### config.mk
export PLATFORM = sky130hd
export DESIGN_NAME = phys_free_list_flat
export DESIGN_NICKNAME = d
export VERILOG_FILES = /design/src/rtl/phys_free_list_if.sv /design/src/rtl/phys_free_list.sv /design/src/flat_wrapper.sv
export SDC_FILE = /design/constraint.sdc
export NUM_CORES = 2
export LEC_CHECK = 0
export ABC_AREA = 1
export ABC_CLOCK_PERIOD_IN_PS = 86000
export BUFFER_PORTS_ARGS = -buffer_cell sky130_fd_sc_hd__buf_4
export CAP_MARGIN = 20
export CORE_MARGIN = 1.5
export CORE_UTILIZATION = 37
export DETAILED_ROUTE_END_ITERATION = 8
export GPL_ROUTABILITY_DRIVEN = 0
export PLACE_DENSITY_LB_ADDON = 0.25
export RECOVER_POWER = 25
export SETUP_SLACK_MARGIN = 0.2
export SYNTH_ARGS = -nofsm -noshare
export SYNTH_HDL_FRONTEND = slang
export SYNTH_SLANG_ARGS = --single-unit
### constraint.sdc
create_clock -name clk -period 86 [get_ports clk]
set_input_delay 8.6 -clock clk [delete_from_list [all_inputs] [get_ports clk]]
set_output_delay 8.6 -clock clk [all_outputs]
set_load 0.01 [all_outputs]
### src/rtl/phys_free_list_if.sv
// phys_free_list_if: allocation, release and checkpoint signals of the physical-register free list.
interface phys_free_list_if #(
    parameter int TAG_W = 8,
    parameter int AW    = 7
);
    logic             alloc_req;
    logic [TAG_W-1:0] free_phy_addr;
    logic             alloc_valid;
    logic             empty;
    logic             release_valid;
    logic [TAG_W-1:0] release_tag;
    logic             save_state;
    logic [2:0]       save_page;
    logic             restore_state;
    logic [2:0]       restore_page;
    logic [AW:0]      free_count;
    logic             overflow_err;

    modport master (
        output alloc_req, release_valid, release_tag, save_state, save_page, restore_state, restore_page,
        input  free_phy_addr, alloc_valid, empty, free_count, overflow_err
    );
    modport slave (
        input  alloc_req, release_valid, release_tag, save_state, save_page, restore_state, restore_page,
        output free_phy_addr, alloc_valid, empty, free_count, overflow_err
    );
endinterface

### src/rtl/phys_free_list.sv
// phys_free_list: circular FIFO of free physical tags with 8 head checkpoints for branch recovery.
// Define FREE_LIST_BYPASS_EN to forward a release straight to the allocator when the list is empty.
module phys_free_list #(
    parameter int DEPTH     = 128,
    parameter int FIRST_TAG = 32,
    parameter int TAG_W     = 8,
    parameter int AW        = $clog2(DEPTH)
) (
    input logic             clk,
    input logic             reset,
    phys_free_list_if.slave fl
);
    logic [TAG_W-1:0] mem_q [DEPTH];
    logic [AW:0]      ckpt_q [8];
    logic [AW:0]      head_q, head_d, head_nxt, tail_q, count;
    logic [TAG_W-1:0] addr_q;
    logic             valid_q, ovf_q;
    logic             zero, full, rel_ok, pop, byp, push, drop;

    always_comb begin
        count    = tail_q - head_q;
        zero     = count == '0;
        full     = count == (AW+1)'(DEPTH);
        // 8'hFE and 8'hFF are sentinels: both share all-ones upper bits
        rel_ok   = fl.release_valid && (fl.release_tag[TAG_W-1:1] != '1);
        pop      = fl.alloc_req && !fl.restore_state && !zero;
`ifdef FREE_LIST_BYPASS_EN
        byp      = fl.alloc_req && !fl.restore_state && zero && rel_ok;
`else
        byp      = 1'b0;
`endif
        push     = rel_ok && !byp && (!full || pop);
        drop     = rel_ok && full && !pop;
        head_nxt = head_q + (AW+1)'(pop);
        head_d   = fl.restore_state ? ckpt_q[fl.restore_page] : head_nxt;
    end

    always_ff @(posedge clk or posedge reset) begin
        if (reset) begin
            for (int i = 0; i < DEPTH; i++) mem_q[i] <= TAG_W'(FIRST_TAG + i);
            for (int i = 0; i < 8; i++) ckpt_q[i] <= '0;
            head_q  <= '0;
            tail_q  <= (AW+1)'(DEPTH);
            addr_q  <= '1;
            valid_q <= 1'b0;
            ovf_q   <= 1'b0;
        end else begin
            head_q  <= head_d;
            valid_q <= pop || byp;
            if (push) begin
                mem_q[tail_q[AW-1:0]] <= fl.release_tag;
                tail_q                <= tail_q + (AW+1)'(1);
            end
            if (fl.save_state && !fl.restore_state) ckpt_q[fl.save_page] <= head_nxt;
            if (pop) addr_q <= mem_q[head_q[AW-1:0]];
            else if (byp) addr_q <= fl.release_tag;
            else if (fl.alloc_req && !fl.restore_state) addr_q <= '1;
            if (drop) ovf_q <= 1'b1;
        end
    end

    assign fl.free_phy_addr = addr_q;
    assign fl.alloc_valid   = valid_q;
    assign fl.empty         = zero;
    assign fl.free_count    = count;
    assign fl.overflow_err  = ovf_q;
endmodule

### src/flat_wrapper.sv
// flat-port wrapper written by rule: the top's interface ports become plain ports
module phys_free_list_flat 
#(
    parameter int DEPTH     = 128,
    parameter int FIRST_TAG = 32,
    parameter int TAG_W     = 8,
    parameter int AW        = $clog2(DEPTH)
)
  (clk, reset, fl_alloc_req, fl_release_valid, fl_release_tag, fl_save_state, fl_save_page, fl_restore_state, fl_restore_page, fl_free_phy_addr, fl_alloc_valid, fl_empty, fl_free_count, fl_overflow_err);
  phys_free_list_if #(.TAG_W(TAG_W), .AW(AW)) fl_i ();
  input logic clk;
  input logic reset;
  input wire logic [$bits(fl_i.alloc_req)-1:0] fl_alloc_req;
  input wire logic [$bits(fl_i.release_valid)-1:0] fl_release_valid;
  input wire logic [$bits(fl_i.release_tag)-1:0] fl_release_tag;
  input wire logic [$bits(fl_i.save_state)-1:0] fl_save_state;
  input wire logic [$bits(fl_i.save_page)-1:0] fl_save_page;
  input wire logic [$bits(fl_i.restore_state)-1:0] fl_restore_state;
  input wire logic [$bits(fl_i.restore_page)-1:0] fl_restore_page;
  output wire logic [$bits(fl_i.free_phy_addr)-1:0] fl_free_phy_addr;
  output wire logic [$bits(fl_i.alloc_valid)-1:0] fl_alloc_valid;
  output wire logic [$bits(fl_i.empty)-1:0] fl_empty;
  output wire logic [$bits(fl_i.free_count)-1:0] fl_free_count;
  output wire logic [$bits(fl_i.overflow_err)-1:0] fl_overflow_err;
  assign fl_i.alloc_req = fl_alloc_req;
  assign fl_i.release_valid = fl_release_valid;
  assign fl_i.release_tag = fl_release_tag;
  assign fl_i.save_state = fl_save_state;
  assign fl_i.save_page = fl_save_page;
  assign fl_i.restore_state = fl_restore_state;
  assign fl_i.restore_page = fl_restore_page;
  assign fl_free_phy_addr = fl_i.free_phy_addr;
  assign fl_alloc_valid = fl_i.alloc_valid;
  assign fl_empty = fl_i.empty;
  assign fl_free_count = fl_i.free_count;
  assign fl_overflow_err = fl_i.overflow_err;
  phys_free_list #(.DEPTH(DEPTH), .FIRST_TAG(FIRST_TAG), .TAG_W(TAG_W), .AW(AW)) u_core (.clk(clk), .reset(reset), .fl(fl_i));
endmodule
* Word level (Yosys, flattened, before mapping)
Index checks and enable logic that the tools add are counted.
Storage, ports and cells: word-level logic and storage cells 187, output and inout port bits 19, input bits 20, flip-flop bits (word level) 1114
Operators by class: order comparisons 6, multiplexer cells 15, eq/ne operators 2, $add $sub $neg 3, reductions and logical operators 16, bitwise gates (word level) 4
Operators by type and width (number):
- bitwise mux 1024 bit | 1
- 2-to-1 mux 8 bit | 9
- bitwise mux 64 bit | 1
- binary-select mux 8 bit (select 7 bit) | 1
- demux 8 bit (select 7 bit) | 1
- binary-select mux 8 bit (select 3 bit) | 1
- demux 8 bit (select 3 bit) | 1
- greater-or-equal comparator 8 bit, second input constant | 2
- NOT 7 -> 8 bit | 2
- logical AND 1 bit | 9
- adder 8 x 1 -> 8 bit | 1
- adder 8 x 1 -> 8 bit, second input constant | 1
- == test 8 bit, second input constant | 1
- greater-or-equal comparator 4 bit, second input constant | 2
- logical NOT 8 bit | 1
- < comparator 8 x 1 -> 1 bit, second input constant | 1
- NOT 3 -> 4 bit | 2
- subtractor 8 bit | 1
- inequality test 7 bit, second input constant | 1
- logical NOT 1 bit | 4
- < comparator 4 x 1 -> 1 bit, second input constant | 1
- nonzero test 2 bit | 1
- logical OR 1 bit | 1

* Longest topological paths before layout
word-level depth 6, depth in mapped cells 20, gate-level depth less buffers 19

* Worst setup path before layout
Ideal clock, no wire load.
kind register to output, start point register u_core.head_q[2], end point output port fl_empty, data required time 77.400 ns, slack 75.087 ns, buffers on the path 2, stages on the path, launching flop included 10, arrival 2.313 ns, cell sequence dfrtp_1 -> inv_1 -> clkbuf_1 -> clkbuf_1 -> ha_1 -> nand2_1 -> nand3_2 -> xnor2_1 -> nand2_1 -> nor4_1
On the way: longest elaborated chain between the ends 2
RTL lines:
- from (decl) | RTL line phys_free_list.sv:15 | logic [AW:0] head_q, head_d, head_nxt, tail_q, count;
- from (signal assigned) | RTL line phys_free_list.sv:42 | head_q <= '0;
- from (signal assigned) | RTL line phys_free_list.sv:48 | head_q <= head_d;
- subtractor 8 bit | RTL line phys_free_list.sv:21 | count = tail_q - head_q;
- logical NOT 8 bit | RTL line phys_free_list.sv:22 | zero = count == '0;
- to (decl) | RTL line flat_wrapper.sv:22 | output wire logic [$bits(fl_i.empty)-1:0] fl_empty;
Every way passes these cells.

==> results.txt <==
The portion of synthesized area spent on multiplexers is 0%. The width of the die came out at 396 um. In the global route stage, overall resource usage came out at 21.4%.

The checks that failed: capacitance limit, slew limit. The dominant combinational cell family by area after synthesis is simple AND/OR/NAND/NOR gates. The biggest fanout along the worst timing path came out at 158. Yosys mapped a number of flops with a built-in enable equal to 0. The first-iteration detailed-routing DRC count came out at 4560.

The routed length per instance came out at 19.9 um. In this run the worst hold path is classified as flop to flop. The top cell type's share of synthesized area came out at 27.4%. After detailed routing, the total wire length is 168 mm.

The worst hold path passes through 2 cells. The H-tree depth came out at 4. The final critical-path setup slack came out at 66640 ps. The number of buffers on the longest clock path is 3.

For the pin with the worst max-slew slack, the measured transition is 8300 ps. The number of antenna violations at the first check in global routing is 0. Summing the areas of all compound-gate instances in the mapped netlist gives 15.4% of the synthesized area.

STA puts the critical path data required time at 86780 ps. Clock-pin slew was measured on the worst setup and hold paths at 50 ps. During synthesis, Yosys emitted a total of 0 warnings. The cell sitting at the root of the clock tree is a sky130_fd_sc_hd__clkbuf_16. Counting flops with an async set or reset pin after synthesis yields a share of 100%. The boundary pin count is 39. The ratio of cells with drive above 1 in the final layout is 25.4%.

The final HPWL from detailed placement came out at 97.2 mm. The highest ir drop seen on vdd came out at 19.8 uV. The number of nets in the layout is 6340.

The worst flop-to-flop path startpoint is u_core.head_q[1]$_DFF_PP0_. The leakage power total came out at 25.4 nW. The headroom to the max-slew limit is -453%. In the synthesized netlist, the number of instances is 6581. After synthesis the netlist holds a flip-flop and latch count of 1114. The total power came out at 0.00177 W. The final number of hold-violating endpoints is 0.

For hold timing, the worst endpoint is u_core.ckpt_q[28]$_DFFE_PP0P_. Data arrives at the worst endpoint at 20140 ps. The number of global-route vias before repair was 41900. The sink count of the clock tree came out at 1114.

The number of antenna repair diodes is 0. The remaining global-route overflow came out at 0. The quantity of I/O buffers inserted on ports came out at 38. The total clock buffers created by CTS is 131. For this configuration, the core starts out at a cell density of 37.2%. The number of setup buffers added after CTS is 0.

The wire length of the first global-routing pass came out at 262 mm. The number of gates resized after cts came out at 0. The number of antenna-violating nets in the routed design came out at 0.

The XOR/XNOR share of the synthesized area is 0.230%. The post-synthesis area per instance came out at 8.68 um2. Setup repair after global routing left no endpoint under its margin.

The critical path is of the input pin to async pin type. For this run, design rule violations remaining after detail routing come to 0. The count of vias placed by the detailed router came out at 44000.

The clock period minus final worst setup slack came out at 19360 ps. The number of buffers inserted for hold repair after clock tree synthesis came out at 0. The accumulated negative setup slack is 0 ps. The die outline height is 396 um. The prevailing post-synth register cell is sky130_fd_sc_hd__dfrtp_1. The library cells used most frequently in the layout, excluding fill and tap cells, are sky130_fd_sc_hd__nand2_1 (2466), sky130_fd_sc_hd__nand3_1 (662), sky130_fd_sc_hd__dfrtp_1 (622), sky130_fd_sc_hd__o21ai_2 (601), sky130_fd_sc_hd__dfstp_2 (489). Summing the areas of all and, or, nand and nor instances in the mapped netlist gives 28.1% of the synthesized area. The biggest area contributor in the post-synthesis netlist is sky130_fd_sc_hd__dfrtp_1. The worst reg-to-reg setup slack came out at 80610 ps. For this design the ratio of total power to cell area is 28.7 mW/mm2.

The core box area came out at 0.154 mm2. The cell depth of the worst flop-to-flop path is 13. The worst hold slack is 464 ps. The final count of negative-setup-slack endpoints is 0. The detailed route wirelength on metal3 came out at 9.16 mm. The kind of end point of the critical path is an async pin. The netlist uses 37 different library cells. Across the routed clock network, the largest skew measured is 18.5 ps.

The TritonCTS clock tree is built. The highest metal layer carrying signal wires in the routed design is met4. The end of the worst register-to-register path is u_core.mem_q[647]$_DFFE_PP0P_. Summing every instance area after synthesis gives 0.0571 mm2. The first-pass iteration count of the detailed router is 6. Of the total synthesized cell area, the portion taken by full adders, half adders and majority gates is 0.254%. OpenSTA, run right after detailed placement, puts the worst setup slack at 73860 ps. The floorplan row count is 144. Sorting the synthesized cells by area gives the leading types as sky130_fd_sc_hd__dfrtp_1 (27%), sky130_fd_sc_hd__dfstp_2 (22%), sky130_fd_sc_hd__nand2_1 (16%). The routed design uses 75.6 mm of met2 wire. The post-route clock period utilization came out at 22.5%.

The share of the yosys chip area belonging to registers is 49.9%. The library cell used most frequently in the layout, excluding fill and tap cells, is sky130_fd_sc_hd__nand2_1. The die covers 0.157 mm2. In this run the most critical hold path is launched from u_core.ckpt_q[28]$_DFFE_PP0P_. The insertion delay to the later sink of the worst-skew pair came out at 770 ps. The highest achievable clock rate came out at 51.7 MHz. The count of pins over their slew limit came to 604. The startpoint type of the worst setup path is an input pin. The number of maximum-capacitance constraint violations is 7. Entering global routing, the biggest net connects 179 pins. Synthesis produced a netlist with a net count of 6612. The average vias per placed instance came out at 5.20. The flow ran to the end, but the final reports show violations.

The area growth from synthesis to layout is 7.95%. The sum of routed wire segments on met1 is 79.7 mm.
-- Yosys cell counts (85+ instances only) --
master and instances:
sky130_fd_sc_hd__inv_1 85, sky130_fd_sc_hd__o21ai_1 279, sky130_fd_sc_hd__clkbuf_1 281, sky130_fd_sc_hd__o21ai_2 601
sky130_fd_sc_hd__nand2_2 109, sky130_fd_sc_hd__dfstp_2 489, sky130_fd_sc_hd__nand3_1 669, sky130_fd_sc_hd__a21oi_1 155
sky130_fd_sc_hd__dfrtp_1 625, sky130_fd_sc_hd__nand3_4 111, sky130_fd_sc_hd__nand2_1 2466, sky130_fd_sc_hd__o21ai_0 251
sky130_fd_sc_hd__nor2_1 176
-- sequential cells by signal, summed over array words and instances, names as in the netlist --
register / flops
u_core.fl.free_phy_addr: 8
u_core.tail_q: 8
u_core.ckpt_q: 64
u_core.fl.overflow_err: 1
u_core.mem_q: 1024
u_core.head_q: 8
u_core.fl.alloc_valid: 1
-- area by class of cell --
| class | instances | area [um2] |
|---|---|---|
| Clock buffer | 211 | 3950 |
| Clock inverter | 29 | 343 |
| Fill cell | 15400 | 92000 |
| Inverter | 91 | 410 |
| Multi-Input combinational cell | 4875 | 25100 |
| Sequential cell | 1114 | 28500 |
| Tap cell | 2044 | 2560 |
| Timing Repair Buffer | 96 | 769 |
-- logic make-up after synthesis --
family / after synthesis
XOR/XNOR: 15
buffers and inverters: 592
AO/OA/AOI/OAI: 1297
flip-flops: 1114
adder cells (fa/ha/maj): 11
AND/OR/NAND/NOR: 3552
-- worst max path at each step --
stage / start / end / slack (ps) / cells after the start
6_report: reset / u_core.mem_q[935]$_DFFE_PP0P_ / 66640 / 5
5_1_grt: reset / u_core.mem_q[81]$_DFFE_PP0P_ / 64260 / 5
4_1_cts: u_core.head_q[1]$_DFF_PP0_ / fl_empty / 73200 / 12
3_5_place_dp: reset / u_core.mem_q[882]$_DFFE_PP0P_ / 73860 / 5
3_3_place_gp: reset / u_core.mem_q[882]$_DFFE_PP0P_ / 73850 / 5
2_1_floorplan: reset / u_core.ckpt_q[0]$_DFFE_PP0P_ / 46840 / 1
-- layer usage --
| metal | GRT usage (%) | vias to the layer above |
|---|---|---|
| met2 | 33.0 | 1160 |
| li1 | - | 21200 |
| met1 | 31.1 | 21400 |
| met3 | 3.41 | 221 |
| met5 | 0 | - |
| met4 | 5.78 | 0 |
-- power by group --
| part | leakage [nW] | switching [W] | internal [W] | total [W] |
|---|---|---|---|---|
| registers | 13.5 | 0.0000749 | 0.000684 | 0.000759 |
| clock network | 2.10 | 0.000229 | 0.000331 | 0.000560 |
| logic | 9.85 | 0.000308 | 0.000146 | 0.000454 |
-- stage by stage --
stage	cell area, um2	util (%)	std cells
final	61700	40.1	8460
after floorplan	57100	-	6581
after CTS	61700	40.2	8459
after detailed placement	57400	37.4	8219
after global routing	61700	40.1	8460
after global placement	57400	37.4	8219
-- critical path, cell delays in order --
cell and delay, ps:
sky130_fd_sc_hd__clkbuf_1 100, sky130_fd_sc_hd__clkinvlp_2 2970, sky130_fd_sc_hd__clkbuf_1 6020, sky130_fd_sc_hd__buf_4 1370, sky130_fd_sc_hd__buf_4 820
(Power assumes the default switching activity.)
